--- config.mk ---
export PLATFORM = sky130hd
export DESIGN_NAME = pcie_rx_symbol_aligner
export DESIGN_NICKNAME = d
export VERILOG_FILES = /design/src/rtl/pcie_phy_pkg.sv /design/src/rtl/pcie_comma_detect.sv /design/src/rtl/pcie_rx_symbol_aligner.sv
export SDC_FILE = /design/constraint.sdc
export NUM_CORES = 1
export LEC_CHECK = 0
export ABC_AREA = 1
export CAP_MARGIN = 20
export CORE_AREA = 2 2 45 78
export CTS_CLUSTER_DIAMETER = 60
export CTS_CLUSTER_SIZE = 14
export DETAILED_ROUTE_END_ITERATION = 16
export DIE_AREA = 0 0 47 80
export HOLD_SLACK_MARGIN = 0.12
export PLACE_DENSITY = 0.85
export SETUP_SLACK_MARGIN = 0.02
export SYNTH_ARGS = -nofsm -noshare
export SYNTH_HDL_FRONTEND = slang
export SYNTH_HIERARCHICAL = 1
export SYNTH_SLANG_ARGS = --single-unit
--- constraint.sdc ---
create_clock -name clk_i -period 1.85 [get_ports clk_i]
set_input_delay 0.185 -clock clk_i [delete_from_list [all_inputs] [get_ports clk_i]]
set_output_delay 0.185 -clock clk_i [all_outputs]
set_load 0.05 [all_outputs]
--- src/rtl/pcie_phy_pkg.sv ---
// Shared PHY definitions: 8b/10b comma codes, symbol width and RX alignment states.
package pcie_phy_pkg;

    localparam int SYMBOL_WIDTH = 10;

    localparam logic [SYMBOL_WIDTH-1:0] K28_5_RDN = 10'h17C;
    localparam logic [SYMBOL_WIDTH-1:0] K28_5_RDP = 10'h283;

    typedef enum logic [1:0] {
        UNALIGNED,
        ACQUIRE,
        LOCKED
    } rx_align_state_t;

endpackage

--- src/rtl/pcie_comma_detect.sv ---
// Combinational K28.5 match (either running disparity) on a 10-bit window.
module pcie_comma_detect
    import pcie_phy_pkg::*;
(
    input  logic [SYMBOL_WIDTH-1:0] symbol,
    output logic                    is_comma
);

    assign is_comma = (symbol == K28_5_RDN) || (symbol == K28_5_RDP);

endmodule

--- src/rtl/pcie_rx_symbol_aligner.sv ---
// Per-lane RX symbol aligner: finds K28.5 boundaries in the serial stream and emits aligned symbols.
// Optional RX_ALIGN_STATS_EN adds realign_count_o (saturating lock-loss + ACQUIRE realign count).
module pcie_rx_symbol_aligner
    import pcie_phy_pkg::*;
#(
    parameter int LOCK_COMMAS = 4,
    parameter int UNLOCK_ERRS = 4
) (
    input  logic                    clk_i,
    input  logic                    rst_i,
    input  logic                    lane_enable_i,
    input  logic                    rx_bit_i,
    input  logic                    rx_bit_valid_i,
    output logic [SYMBOL_WIDTH-1:0] symbol_o,
    output logic                    symbol_valid_o,
    output logic                    symbol_is_comma_o,
    output logic                    rx_locked_o,
    output logic                    lock_lost_o
`ifdef RX_ALIGN_STATS_EN
   ,output logic [15:0]             realign_count_o
`endif
);

    localparam logic [2:0] LC3 = 3'(LOCK_COMMAS);

    rx_align_state_t         state, state_nxt;
    logic [SYMBOL_WIDTH-1:0] sr, sr_nxt;
    logic [3:0]              ph, ph_nxt;
    logic [2:0]              cnt, cnt_nxt, err, err_nxt;
    logic                    comma, boundary, emit, lost;

    assign sr_nxt   = {rx_bit_i, sr[SYMBOL_WIDTH-1:1]};
    assign boundary = (ph == 4'd9);

    pcie_comma_detect u_comma (
        .symbol   (sr_nxt),
        .is_comma (comma)
    );

    always_ff @(posedge clk_i) begin
        if (rst_i || !lane_enable_i) state <= UNALIGNED;
        else                         state <= state_nxt;
    end

    always_comb begin
        state_nxt = state;
        ph_nxt    = ph;
        cnt_nxt   = cnt;
        err_nxt   = err;
        emit      = 1'b0;
        lost      = 1'b0;
        if (rx_bit_valid_i) begin
            ph_nxt = boundary ? 4'd0 : ph + 4'd1;
            unique case (state)
                UNALIGNED: begin
                    if (comma) begin
                        ph_nxt    = 4'd0;
                        cnt_nxt   = 3'd1;
                        state_nxt = (LOCK_COMMAS == 1) ? LOCKED : ACQUIRE;
                    end
                end
                ACQUIRE: begin
                    if (boundary) begin
                        if (comma) begin
                            cnt_nxt = (cnt >= LC3) ? LC3 : cnt + 3'd1;
                            if ({1'b0, cnt} + 4'd1 >= 4'(LOCK_COMMAS)) state_nxt = LOCKED;
                        end else begin
                            cnt_nxt   = 3'd0;
                            state_nxt = UNALIGNED;
                        end
                    end else if (comma) begin
                        ph_nxt  = 4'd0;
                        cnt_nxt = 3'd1;
                    end
                end
                LOCKED: begin
                    if (boundary) begin
                        emit = 1'b1;
                        if (comma) err_nxt = 3'd0;
                    end else if (comma) begin
                        // Misplaced commas are counted but never used to realign while locked.
                        if ({1'b0, err} + 4'd1 >= 4'(UNLOCK_ERRS)) begin
                            err_nxt   = 3'd0;
                            lost      = 1'b1;
                            state_nxt = UNALIGNED;
                        end else begin
                            err_nxt = err + 3'd1;
                        end
                    end
                end
                default: state_nxt = UNALIGNED;
            endcase
        end
    end

    // symbol_o / symbol_is_comma_o hold their last emitted value between strobes.
    always_ff @(posedge clk_i) begin
        if (rst_i || !lane_enable_i) begin
            sr                <= '0;
            ph                <= '0;
            cnt               <= '0;
            err               <= '0;
            symbol_o          <= '0;
            symbol_valid_o    <= 1'b0;
            symbol_is_comma_o <= 1'b0;
            lock_lost_o       <= 1'b0;
        end else begin
            ph             <= ph_nxt;
            cnt            <= cnt_nxt;
            err            <= err_nxt;
            symbol_valid_o <= emit;
            lock_lost_o    <= lost;
            if (rx_bit_valid_i) sr <= sr_nxt;
            if (emit) begin
                symbol_o          <= sr_nxt;
                symbol_is_comma_o <= comma;
            end
        end
    end

    assign rx_locked_o = (state == LOCKED);

`ifdef RX_ALIGN_STATS_EN
    logic realign_evt;
    assign realign_evt = lane_enable_i && rx_bit_valid_i && (state == ACQUIRE) && !boundary && comma;

    always_ff @(posedge clk_i) begin
        if (rst_i)
            realign_count_o <= '0;
        else if ((realign_evt || (lost && lane_enable_i)) && realign_count_o != 16'hFFFF)
            realign_count_o <= realign_count_o + 16'd1;
    end
`endif

endmodule
==> results.md, run 1 <==
* Root Driver: clkbuf_8
* Mapped Area at 1630 µm²
* Delay-heaviest family, CP: buffers and inverters
* Setup_tns at 0 ns
* Initial antenna violation count at 0
* Routed via count at 1452
* Avg Inst Size Synth at ~7.4 µm²
* Worst VDD drop at approximately 560 µV
* GRT Max-Usage Layer: met2
* RSZ-0062 raised after global routing: false
* CTS buffer count at 5
* Reg clk slew, reported paths at 0.07 ns
* First-pass DRT Iterations at 4
* CTS Buffer Depth at 2
* Clock skew at 0.00135 ns
* Leading post-synthesis cells by cell area: dfxtp_1 42%, nand2_1 9.7%, nand3_1 6.1%
* Top_reg_cell synth: dfxtp_1
* Power Total at 1.37 mW
* PortBufs at 18
* Synth Instances at 220
* Syn_nets at 230
* DR WL/cell at 11.3 µm
* Layout area overhead at 18.9%
* Post-CTS Setup Inserts at 0
* Row count at 27
* # IOs at 19
* Htree depth at 2
* Clock Latency Late Sink at around 0.28 ns
* Diode count at 0
* Crit path DAT at 1.42 ns
* Post-synth top area cell: dfxtp_1
* CP Capture Type: primary output
* Vias in the first global route at 1409
* Largest stage delay, worst path at roughly 0.8 ns
* Synth top area share at 41.7%
* Number of synthesized register bits at 34
* Crit path launch type: flip-flop
* Maximum clock frequency at 0.622 GHz
* Post-route DRC at 0
* Placed cells at 278
* Post-synthesis cell type count at 31
* Die span in y at around 80 µm
* Number of gates resized after CTS at 0
* Status: completed
* Met1 Usage GRT at 19.3%
* Initial Util at a little over half
* Type of the tightest min-delay check: flip-flop to flip-flop
* Core ar. at 3110 µm²
* Met2 GRT Util at 37.0%
* CP bufs+invs at 1
* Worst Path Required at between 1.5 and 2 ns
* Vias per inst at 5.08
* Max-cap violations at 0
* Final antenna-violating net count at 0
* Clock sinks at 34
* WL final at 3250 µm
* CP Cell Sequence: clkdlybuf4s50_1
* Final Cycle Share at 87.0%
* Overall die area at between 3000 and 4000 µm²
* Largest net degree at the start of global routing at 18
* # hold bufs at CTS at 0
* CP Max Fanout at 2
* Worst path slowest cell: clkdlybuf4s50_1
* Leak at 0.756 nW
* Tmin final at 1.61 ns
* HPWL Detailed at 2430 µm
* First-pass GRT wire length at approximately 5600 µm
* Layout cell share with drive strength beyond 1 at 13.2%
* Setup violators final at 0
* Headroom to the max-slew limit at 66.2%
* Register area share after synthesis at 41.7%
* Worst slew pin tran at about 0.51 ns
* Max-slew violations at 0
* EDFF count, synth at 0
* PwrDens at 709 nW/µm²
* Met3 Use GR at roughly 5.7%
* Non-Filler Instances at 286
* Overall global routing resource usage at 21.0%
* Grt ovf at 0
* Die extent in x at 47 µm
* Initial DRC Count at 50
* YS warnings at 6
* Async SR Flop Fraction at 0%
* WS Path Type: flip-flop to primary output
* Commonest cells in the netlist: 42 x nand2_1, 34 x dfxtp_1, 26 x inv_1, 26 x nor2_1, 20 x nand3_1
* CTS tree: built
* Final hold vios at 0
* Count leader, synth: nand2_1
* Final WS setup at 0.241 ns
* Post-place setup slack at 0.0502 ns
* Fin nets at 252
* Placer Congestion at 0.851
==> metrics by stage <==
stage          util, %  area [µm²]  hold slack, ns
5_1_grt           62.4        1940           0.486
2_1_floorplan        -        1630           0.288
3_3_place_gp      59.5        1850           0.456
6_report          62.4        1940           0.468
4_1_cts           62.4        1940           0.473
3_5_place_dp      59.5        1850           0.463
==> cell type report <==
| type | count | area [µm²] |
|---|---|---|
| Multi-Input combinational cell | 147 | 773 |
| Tap cell | 43 | 53.8 |
| Clock inverter | 1 | 5.00 |
| Timing Repair Buffer | 22 | 220 |
| Fill cell | 304 | 1170 |
| Inverter | 32 | 120 |
| Clock buffer | 7 | 86.3 |
| Sequential cell | 34 | 681 |
==> sequential cells by signal (all words and copies together) (netlist names) <==
register / cells
symbol_is_comma_o: 1
symbol_o: 10
err: 3
lock_lost_o: 1
state: 2
ph: 4
symbol_valid_o: 1
cnt: 3
sr: 9
==> worst register-to-register path, stage by stage (launching register included) <==
cell and delay (ns):
dfxtp_1 0.41, nand2_1 0.07, nor2_1 0.12, nand3_1 0.09, nand2_1 0.12, inv_1 0.09
nor2_1 0.12, inv_1 0.08, nand3_1 0.12, a2bb2oi_1 0.16, nor2_1 0.05
==> routing by layer <==
metal  part of all wire [%]  routed length, µm
met4                    3.1                101
met2                     55               1800
met3                    3.2                105
met1                     38               1240
met5                      0                  0
==> where the power goes <==
group,internal [mW],leakage (nW),switching (mW)
combinational,0.0287,0.433,0.0420
sequential,0.739,0.275,0.00756
clock,0.300,0.0482,0.257
total,1.07,0.756,0.306
==> worst paths after layout <==
kind | start | to | slack [ns] | depth (start not counted)
hold / removal | symbol_o[6] | symbol_o[6] | 0.47 | 2
setup reg to reg | sr[6] | ph[1] | 0.29 | 10
setup / recovery | symbol_o[3] | symbol_o[3] | 0.24 | 1
hold reg to reg | symbol_o[6] | symbol_o[6] | 0.47 | 2
==> layout by cell type (no fill, tap or decap), types with 3 or more instances in the layout <==
| master | netlist | layout |
|---|---|---|
| nand2_1 | 42 | 42 |
| dfxtp_1 | 34 | 34 |
| inv_1 | 26 | 26 |
| nor2_1 | 26 | 26 |
| nand3_1 | 20 | 20 |
| clkdlybuf4s50_1 | 0 | 17 |
| a21oi_1 | 13 | 13 |
| o21ai_0 | 9 | 9 |
| inv_2 | 6 | 6 |
| o21ai_1 | 6 | 6 |
| clkbuf_8 | 1 | 6 |
| ha_1 | 5 | 5 |
| buf_4 | 1 | 4 |
| nor2_2 | 3 | 3 |
| nand2_2 | 3 | 3 |
| nand4_1 | 3 | 3 |
==> kinds of logic after synthesis <==
kind of cell    after synthesis  share of synthesized area [%]
xor+xnor                      2                           1.07
buf+inv                      39                           10.9
simple gates                107                           31.6
fa+ha+maj                     5                           3.83
flops                        34                           41.7
compound gates               33                           10.9
Power figures use the tool's default switching activity.
==> run 2: changes to the inputs <==
CORE_AREA = 2 2 51 88   (was 2 2 45 78)
DIE_AREA = 0 0 53 90   (was 0 0 47 80)
PLACE_DENSITY = 0.66   (was 0.85)
REMOVE_ABC_BUFFERS = 1   (was not set)
==> results.md, run 2 (synthesis results as in run 1) <==
* Initial antenna violation count at 0 (unchanged)
* Final Cycle Share at 87.4% (+0.47 points)
* Initial DRC Count at 23 (-54%)
* Initial Util at 40.1% (-12 points)
* Top flop regs: symbol_o (10), sr (9), ph (4)
* Maximum clock frequency at 0.618 GHz (-0.54%)
* Core ar. at 4070 µm² (+31%)
* Clock sinks at 34 (unchanged)
* Worst slew pin tran at 0.495 ns (-0.0107 ns)
* DR WL/cell at 11.5 µm (+1.4%)
* CP Cell Sequence: clkdlybuf4s50_1
* Non-Filler Instances at 293 (+2.4%)
* Final antenna-violating net count at 0 (unchanged)
* Leak at 0.758 nW (+0.20%)
* Clock skew at 0.00426 ns (+0.00292 ns)
* Max-slew violations at 0 (unchanged)
* R2R Setup Slk at 0.35 ns (+0.06 ns)
* Vias per inst at 4.87 (-4.1%)
* Setup violators final at 0 (unchanged)
* Headroom to the max-slew limit at 66.9% (+0.71 points)
* PwrDens at 682 nW/µm² (-3.8%)
* # IOs at 19 (unchanged)
* PortBufs at 18 (unchanged)
* Worst Path Required at 1.66 ns (about the same)
* WL final at 3370 µm (+3.9%)
* Worst VDD drop at 480 µV (-14%)
* Status: completed
* CP Max Fanout at 2 (unchanged)
* Crit path launch type: flip-flop
* # hold bufs at CTS at 0 (unchanged)
* Fin nets at 254 (+0.79%)
* Placed cells at 286 (+2.9%)
* WS Path Type: flip-flop to primary output
* Max-cap violations at 0 (unchanged)
* Post-CTS Setup Inserts at 0 (unchanged)
* Grt ovf at 0 (unchanged)
* Post-place setup slack at 0.0454 ns (-0.00476 ns)
* CP Capture Type: primary output
* Diode count at 0 (unchanged)
* Final WS setup at 0.232 ns (-0.00872 ns)
* Max reg flops at 10 (unchanged)
* Layout area overhead at 18.7%
* Largest net degree at the start of global routing at 13 (-5)
* Crit path DAT at 1.43 ns (about the same)
* Largest reg by FF count: symbol_o
* Delay-heaviest family, CP: buffers and inverters
* Final hold vios at 0 (unchanged)
* Worst path slowest cell: clkdlybuf4s50_1
* CTS tree: built
* Overall die area at 4770 µm² (+27%)
* CP bufs+invs at 1 (unchanged)
* Setup_tns at 0 ns (unchanged)
* Type of the tightest min-delay check: flip-flop to flip-flop
* CTS buffer count at 5 (unchanged)
* Root Driver: clkbuf_8
* CTS Buffer Depth at 2 (unchanged)
* Routed via count at 1426 (-1.8%)
* Htree depth at 2 (unchanged)
* Die extent in x at 53 µm (+13%)
* Largest stage delay, worst path at 0.80 ns (about the same)
* Vias in the first global route at 1411 (+0.14%)
* Most common cell after layout, fill and taps aside: nand2_1
* Die span in y at 90 µm (+13%)
* RSZ-0062 raised after global routing: false
* Commonest non-fill, non-tap cells in the layout: 42 x nand2_1, 34 x dfxtp_1, 26 x inv_1, 26 x nor2_1, 20 x nand3_1
* Placer Congestion at 0.809 (-5.0%)
* Tmin final at 1.62 ns (+0.00872 ns)
* Row count at 31 (+15%)
* Clock Latency Late Sink at 0.28 ns (about the same)
* HPWL Detailed at 2630 µm (+8.5%)
* Number of gates resized after CTS at 0 (unchanged)
* First-pass GRT wire length at 5940 µm (+5.4%)
* Reg clk slew, reported paths at 0.07 ns (about the same)
* Post-route DRC at 0 (unchanged)
* Layout cell share with drive strength beyond 1 at 13.9% (+0.77 points)
* First-pass DRT Iterations at 4 (unchanged)
* Final-layout fill cell count at 426 (+40%)
* Overall global routing resource usage at 16.6% (-4.4 points)
[run 2: changes by cell type in the layout (fill, tap and decap cells not counted)]
cell	before	now
clkbuf_1	1	0
buf_4	4	7
clkinv_2	1	2
buf_12	1	0
clkbuf_8	6	5
[run 2: where the power goes]
part | switching [mW] | internal (mW)
clock network | 0.250 | 0.252
registers | 0.00720 | 0.739
logic | 0.0437 | 0.0287
total | 0.301 | 1.02
[run 2: area by class of cell]
cell class / instances / area (µm²) / area share (%)
clock inverters: 2 / 10.0 / 0.517
repair buffers: 24 / 223 / 11.5
inverters: 32 / 120 / 6.20
flip-flops and latches: 34 / 681 / 35.1
clock buffers: 5 / 68.8 / 3.55
well taps: 49 / 61.3 / 3.17
multi-input cells: 147 / 773 / 39.9
[run 2: final timing paths]
check | from | endpoint | depth (start not counted)
max | symbol_o[0] | symbol_o[0] | 1
min | symbol_o[5] | symbol_o[5] | 2
max reg2reg | sr[6] | ph[1] | 10
min reg2reg | symbol_o[5] | symbol_o[5] | 2
[run 2: routing by layer]
layer	routed length (µm)	up-vias	global-route usage (%)
li1	-	746	-
met1	1270	643	16.8
met2	1880	30	30.2
met3	130	7	3.49
met4	87	0	7.69
met5	0	-	0
[run 2: through the flow]
| stage | power (mW) | utilization [%] | hold WS [ns] | instance area, µm² |
|---|---|---|---|---|
| 4_1_cts | 1.34 | 47.6 | 0.473 | 1940 |
| 5_1_grt | 1.38 | 47.6 | 0.503 | 1940 |
| 2_1_floorplan | 0.798 | - | 0.281 | 1570 |
| 6_report | 1.32 | 47.6 | 0.467 | 1940 |
| 3_3_place_gp | 0.835 | 45.6 | 0.459 | 1860 |
| 3_5_place_dp | 0.836 | 45.6 | 0.462 | 1860 |
